## src/rtl/cpu_pkg.sv

```systemverilog
`default_nettype none
// ============================================================================
//  Module      : cpu_pkg
//  Description : Shared types and encodings for the pipeline hazard logic:
//                controller state enum, forwarding-select codes and the
//                operand forwarding select function.
//  Revision    : 1.0 - initial release
// ============================================================================
package cpu_pkg;

    // Hazard controller states
    typedef enum logic [0:0] {
        RUN      = 1'b0,
        MEM_WAIT = 1'b1
    } hz_state_t;

    // ALU operand source select encodings
    localparam logic [1:0] FWD_REG   = 2'b00;
    localparam logic [1:0] FWD_EXMEM = 2'b01;
    localparam logic [1:0] FWD_MEMWB = 2'b10;

    localparam int STALL_W = 16;

    // The youngest producer wins: EX/MEM result before MEM/WB result.
    function automatic logic [1:0] fwd_select(
        input logic [3:0] rs,
        input logic       mem_wbs,
        input logic [3:0] mem_rd,
        input logic       wb_wbs,
        input logic [3:0] wb_rd
    );
        if (mem_wbs && (mem_rd == rs))
            return FWD_EXMEM;
        else if (wb_wbs && (wb_rd == rs))
            return FWD_MEMWB;
        else
            return FWD_REG;
    endfunction

endpackage
`default_nettype wire

```

## src/rtl/forwarding_unit.sv

```systemverilog
`default_nettype none
// ============================================================================
//  Module      : forwarding_unit
//  Description : Purely combinational operand forwarding selects for both
//                ALU operands of the instruction in ID.
//  Revision    : 1.0 - initial release
// ============================================================================
module forwarding_unit
    import cpu_pkg::*;
(
    input  logic [3:0] rs1,
    input  logic [3:0] rs2,
    input  logic       mem_wbs,
    input  logic [3:0] mem_rd,
    input  logic       wb_wbs,
    input  logic [3:0] wb_rd,
    output logic [1:0] fwd_a,
    output logic [1:0] fwd_b
);

    // Same select rule applied to each source operand
    always_comb begin
        fwd_a = fwd_select(rs1, mem_wbs, mem_rd, wb_wbs, wb_rd);
        fwd_b = fwd_select(rs2, mem_wbs, mem_rd, wb_wbs, wb_rd);
    end

endmodule
`default_nettype wire

```

## src/rtl/pipeline_hazard_controller.sv

```systemverilog
`default_nettype none
// ============================================================================
//  Module      : pipeline_hazard_controller
//  Description : Five-stage pipeline hazard control: data-memory stall FSM,
//                branch flush, load-use stall, operand forwarding and a
//                saturating stall-cycle performance counter.
//  Revision    : 1.0 - initial release
// ============================================================================
module pipeline_hazard_controller
    import cpu_pkg::*;
(
    input  logic                 clk,
    input  logic                 rst,
    input  logic [3:0]           id_rs1,
    input  logic [3:0]           id_rs2,
    input  logic                 id_uses_rs2,
    input  logic [3:0]           ex_rd,
    input  logic                 ex_wbs,
    input  logic                 ex_mm,
    input  logic [3:0]           mem_rd,
    input  logic                 mem_wbs,
    input  logic                 mem_mm,
    input  logic                 mem_wme,
    input  logic [3:0]           wb_rd,
    input  logic                 wb_wbs,
    input  logic                 branch_taken,
    output logic                 mem_req,
    input  logic                 mem_ack,
    output logic                 pc_en,
    output logic                 ifid_en,
    output logic                 idex_en,
    output logic                 exmem_en,
    output logic                 memwb_en,
    output logic                 ifid_flush,
    output logic                 idex_flush,
    output logic [1:0]           fwd_a,
    output logic [1:0]           fwd_b,
    input  logic                 stat_clr,
    output logic [STALL_W-1:0]   stall_cycles
);

    hz_state_t           r_state;
    hz_state_t           w_next_state;
    logic                r_mem_req;
    logic [STALL_W-1:0]  r_stall_cycles;
    logic                w_load_use;
    logic                w_mem_op;

    assign w_mem_op   = mem_mm | mem_wme;
    assign w_load_use = ex_mm & ex_wbs &
                        ((ex_rd == id_rs1) | (id_uses_rs2 & (ex_rd == id_rs2)));

    // Mealy enables/flushes: memory stall freezes everything; once memory is
    // done (or not involved) branch flush beats load-use, which beats normal.
    always_comb begin
        pc_en        = 1'b1;
        ifid_en      = 1'b1;
        idex_en      = 1'b1;
        exmem_en     = 1'b1;
        memwb_en     = 1'b1;
        ifid_flush   = 1'b0;
        idex_flush   = 1'b0;
        w_next_state = RUN;
        if ((r_state == RUN && w_mem_op) || (r_state == MEM_WAIT && !mem_ack)) begin
            pc_en        = 1'b0;
            ifid_en      = 1'b0;
            idex_en      = 1'b0;
            exmem_en     = 1'b0;
            memwb_en     = 1'b0;
            w_next_state = MEM_WAIT;
        end else if (branch_taken) begin
            ifid_flush   = 1'b1;
            idex_flush   = 1'b1;
        end else if (w_load_use) begin
            pc_en        = 1'b0;
            ifid_en      = 1'b0;
            idex_flush   = 1'b1;
        end
    end

    // State register with registered memory request (high throughout MEM_WAIT)
    always_ff @(posedge clk or negedge rst) begin
        if (!rst) begin
            r_state   <= RUN;
            r_mem_req <= 1'b0;
        end else begin
            r_state   <= w_next_state;
            r_mem_req <= (w_next_state == MEM_WAIT);
        end
    end

    // Saturating count of frozen-PC cycles; clear has priority over count
    always_ff @(posedge clk or negedge rst) begin
        if (!rst)
            r_stall_cycles <= '0;
        else if (stat_clr)
            r_stall_cycles <= '0;
        else if (!pc_en && (r_stall_cycles != {STALL_W{1'b1}}))
            r_stall_cycles <= r_stall_cycles + 1'b1;
    end

    assign mem_req      = r_mem_req;
    assign stall_cycles = r_stall_cycles;

    forwarding_unit u_fwd (
        .rs1     (id_rs1),
        .rs2     (id_rs2),
        .mem_wbs (mem_wbs),
        .mem_rd  (mem_rd),
        .wb_wbs  (wb_wbs),
        .wb_rd   (wb_rd),
        .fwd_a   (fwd_a),
        .fwd_b   (fwd_b)
    );

endmodule
`default_nettype wire
```

## config.mk

```make
export PLATFORM = sky130hd
export DESIGN_NAME = pipeline_hazard_controller
export DESIGN_NICKNAME = d
export VERILOG_FILES = /design/src/rtl/cpu_pkg.sv /design/src/rtl/forwarding_unit.sv /design/src/rtl/pipeline_hazard_controller.sv
export SDC_FILE = /design/constraint.sdc
export NUM_CORES = 1
export LEC_CHECK = 0
export ABC_AREA = 1
export ABC_CLOCK_PERIOD_IN_PS = 1990
export CAP_MARGIN = 20
export CORE_MARGIN = 2
export CORE_UTILIZATION = 24
export CTS_CLUSTER_SIZE = 10
export DETAILED_ROUTE_END_ITERATION = 10
export GPL_TIMING_DRIVEN = 1
export HOLD_SLACK_MARGIN = 0.08
export PLACE_DENSITY = 0.54
export SLEW_MARGIN = 20
export SYNTH_ARGS = -nofsm -noshare
export SYNTH_HDL_FRONTEND = slang
export SYNTH_HIERARCHICAL = 1
export SYNTH_SLANG_ARGS = --single-unit
```

## constraint.sdc

```tcl
create_clock -name clk -period 1.99 [get_ports clk]
set_input_delay 0.398 -clock clk [delete_from_list [all_inputs] [get_ports clk]]
set_output_delay 0.398 -clock clk [all_outputs]
set_load 0.02 [all_outputs]
```

==> metrics.md, run 1 <==
| Metric | Value |
|---|---|
| CTS max path bufs | `2` |
| H-tree depth | `1` |
| Commonest non-fill, non-tap cell in the layout | `nand2_1` |
| Mux cell area share after synthesis | `0` |
| Largest net degree at the start of global routing | `23` |
| Post-synthesis compound-gate area fraction | `0.0530` |
| Final cell count without fillers | `between 400 and 500` |
| Post-synthesis adder-cell area fraction | `0.00756` |
| Setup crit start kind | `input pin` |
| Pleak | `between 1 and 1.5 nW` |
| Nets@finish | `approximately 370` |
| Initial DRC count | `around 80` |
| Slew HR | `0.745` |
| Core area | `6720 um2` |
| Xor and xnor area share after synthesis | `0.0741` |
| # Max-Cap Violations | `0` |
| Setup violators final | `0` |
| Simple-gate share of the synthesized area | `0.461` |
| # fillers | `730` |
| Setup crit end kind | `primary output` |
| IO Port Bufs | `59` |
| Setup ws final | `around 0.070 ns` |
| Die ar. | `roughly 7600 um2` |
| Via count | `between 1500 and 2000` |
| CTS buffer count | `3` |
| Outcome | `finished, final reports clean` |
| Antenna Nets Post-Route | `0` |
| FMAX | `about 0.52 GHz` |
| Place WS | `-0.581 ns` |
| CTS Root Cell | `clkbuf_8` |
| Drt pass-1 iters | `4` |
| Worst Hold Class | `in -> async` |
| Initial antenna violation count | `1` |
| Worst path bufs/invs | `4` |
| Final setup skew | `0.00676 ns` |
| Layout cells sized above 1 | `0.174` |
| Routability congestion estimate | `between 0.8 and 0.9` |
| Register area share after synthesis | `0.257` |
| Design Power | `~0.0010 W` |
| Grt ovf | `0` |
| Mean post-synth cell area | `about 6.4 um2` |
| Main combinational cell family by area after synthesis | `simple AND/OR/NAND/NOR gates` |
| Max-slew violation count | `0` |
| All-Layer GR Usage | `0.125` |
| CP max FO | `4` |
| Worst reg2reg path startpoint | `stall_cycles[1]` |
| Cell chain of the critical path | `clkdlybuf4s50_1 -> o31ai_4 -> buf_4 -> nand2_2 -> inv_2 -> buf_2` |
| Crit-path leading delay family | `buffers and inverters` |
| Worst Tran Pin Value | `between 0.3 and 0.4 ns` |
| Setup TNS Final | `0 ns` |
| Die height | `87.0 um` |
| Synthesis-stage register bit count | `17` |
| First-pass GRT wire length | `7640 um` |
| Synth Net Count | `293` |
| Cell area after synthesis | `1650 um2` |
| Slowest stage cell, crit path | `clkdlybuf4s50_1` |
| Vias in the first global route | `1637` |
| Largest stage delay on the critical path | `about 0.44 ns` |
| Worst r2r path cells | `9` |
| Clk pin slew, worst setup/hold paths | `0.08 ns` |
| Layout area overhead | `50.4%` |
| Rows | `30` |
| Top Ports | `60` |
| Min Clock Period, post-route | `1.92 ns` |
| Synth unique cells | `28` |
| FF-to-FF setup slack | `approximately 0.29 ns` |
| Chip Width | `around 87 um` |
| WL final | `~4700 um` |
| Fin util | `0.370` |
| Clock sinks | `17` |
| Initial Utilization | `0.246` |
| Power Dens Cells | `around 400 nW/um2` |
| DP Cell Count | `between 400 and 500` |
| RR Endpoint | `stall_cycles[13]` |
| WS Path Type | `in -> out` |
| Crit path DAT | `approximately 1.5 ns` |
| Most frequent cells in the layout | `nand2_1 (79), inv_1 (47), clkdlybuf4s50_1 (32)` |
| Peak supply drop | `approximately 0.14 mV` |
| Ys Warns | `6` |
| CTS tree | `done` |
| Worst Path Required | `about 1.6 ns` |
| Drt wl/cell | `approximately 11 um` |
| DRC errors left | `0` |
| Final Hold Vio Count | `0` |
| Post-synthesis cell count | `260` |
| Clk_lat worst skew | `roughly 0.26 ns` |
| DR vias/cell | `roughly 4.3` |
| DP HPWL | `about 3700 um` |
| Final period utilization | `0.965` |
## logic make-up after synthesis
family / Yosys count
xor gates and xnor gates: 14
AOI/OAI and AO/OA: 14
adders and majority gates: 1
and+or+nand+nor: 157
DFF: 17
buffers and inverters: 57
## timing repair
action	CTS	global route
setup endpoints to repair	22	23
resized for setup	56	10
pin swaps	4	7
setup buffers	2	0
hold buffers	0	0
## cells in the mapped netlist
cell / n / area share
nand2_1: 80 / 0.18
inv_1: 48 / 0.11
nand3_1: 24 / 0.073
nand4_1: 18 / 0.068
nor2_1: 18 / 0.041
dfrtp_1: 17 / 0.26
xor2_1: 12 / 0.064
nand3_2: 5 / 0.030
a21oi_1: 4 / 0.012
buf_4: 4 / 0.018
nor2_2: 4 / 0.015
o21ai_0: 4 / 0.012
buf_2: 2 / 0.0061
nand2_4: 2 / 0.014
nor3_1: 2 / 0.0061
o211ai_1: 2 / 0.0091
o21bai_1: 2 / 0.0091
xnor2_1: 2 / 0.011
buf_1: 1 / 0.0023
buf_8: 1 / 0.0091
clkbuf_1: 1 / 0.0023
ha_1: 1 / 0.0076
nand2_2: 1 / 0.0038
nand3_4: 1 / 0.011
nor2_4: 1 / 0.0068
nor2_8: 1 / 0.012
o21ai_1: 1 / 0.0030
o31ai_2: 1 / 0.0076
## flip-flops by register name, summed over array words and instances (netlist names)
name          count
stall_cycles     16
mem_req           1
## per-stage QoR
step	hold slack [ns]	area, um2
global placement	0.559	2440
detailed placement	0.567	2440
finish	0.471	2490
floorplan	0.102	1660
global route	0.491	2490
CTS	0.483	2470
## per-layer routing
layer  part of all wire  GRT usage  up-vias
li1                   -          -      965
met1               0.49      0.179      792
met2               0.46      0.195       44
met3              0.049     0.0190        0
met4                  0     0.0355        0
met5                  0          0        -
## cell type report
| class | count | area [um2] | area share |
|---|---|---|---|
| Multi-Input combinational cell | 186 | 1020 | 0.409 |
| Timing Repair Buffer | 79 | 716 | 0.288 |
| Sequential cell | 17 | 425 | 0.171 |
| Inverter | 48 | 180 | 0.0724 |
| Tap cell | 80 | 100 | 0.0402 |
| Clock buffer | 3 | 41.3 | 0.0166 |
| Clock inverter | 1 | 5.00 | 0.00201 |
| Antenna cell | 1 | 2.50 | 0.00101 |
## power by group
group,total (W),switching (W),internal [W]
combinational,0.000357,0.000192,0.000165
clock,0.000274,0.000135,0.000139
sequential,0.000370,0.0000134,0.000356
total,0.00100,0.000340,0.000660
## worst max path at each step
stage                         start    endpoint  slack [ns]  cells past startpoint
final                        mem_mm       pc_en        0.07                      6
after global routing       ex_rd[3]       pc_en       -0.02                     11
after CTS                    mem_mm    exmem_en       0.001                      4
after detailed placement  id_rs1[0]     ifid_en       -0.58                      9
after global placement     ex_rd[3]  idex_flush       -0.56                     10
after floorplan             mem_req       pc_en       0.003                      5
Note: power is estimated with default switching activity, not from simulation.
==> run 2: changes to the inputs <==
Settings changed: CTS_CLUSTER_SIZE 10 to 14, SKIP_LAST_GASP from default to 1.
==> results of run 2 <==
Final layout, timing and power as in run 1 (identical DEF).
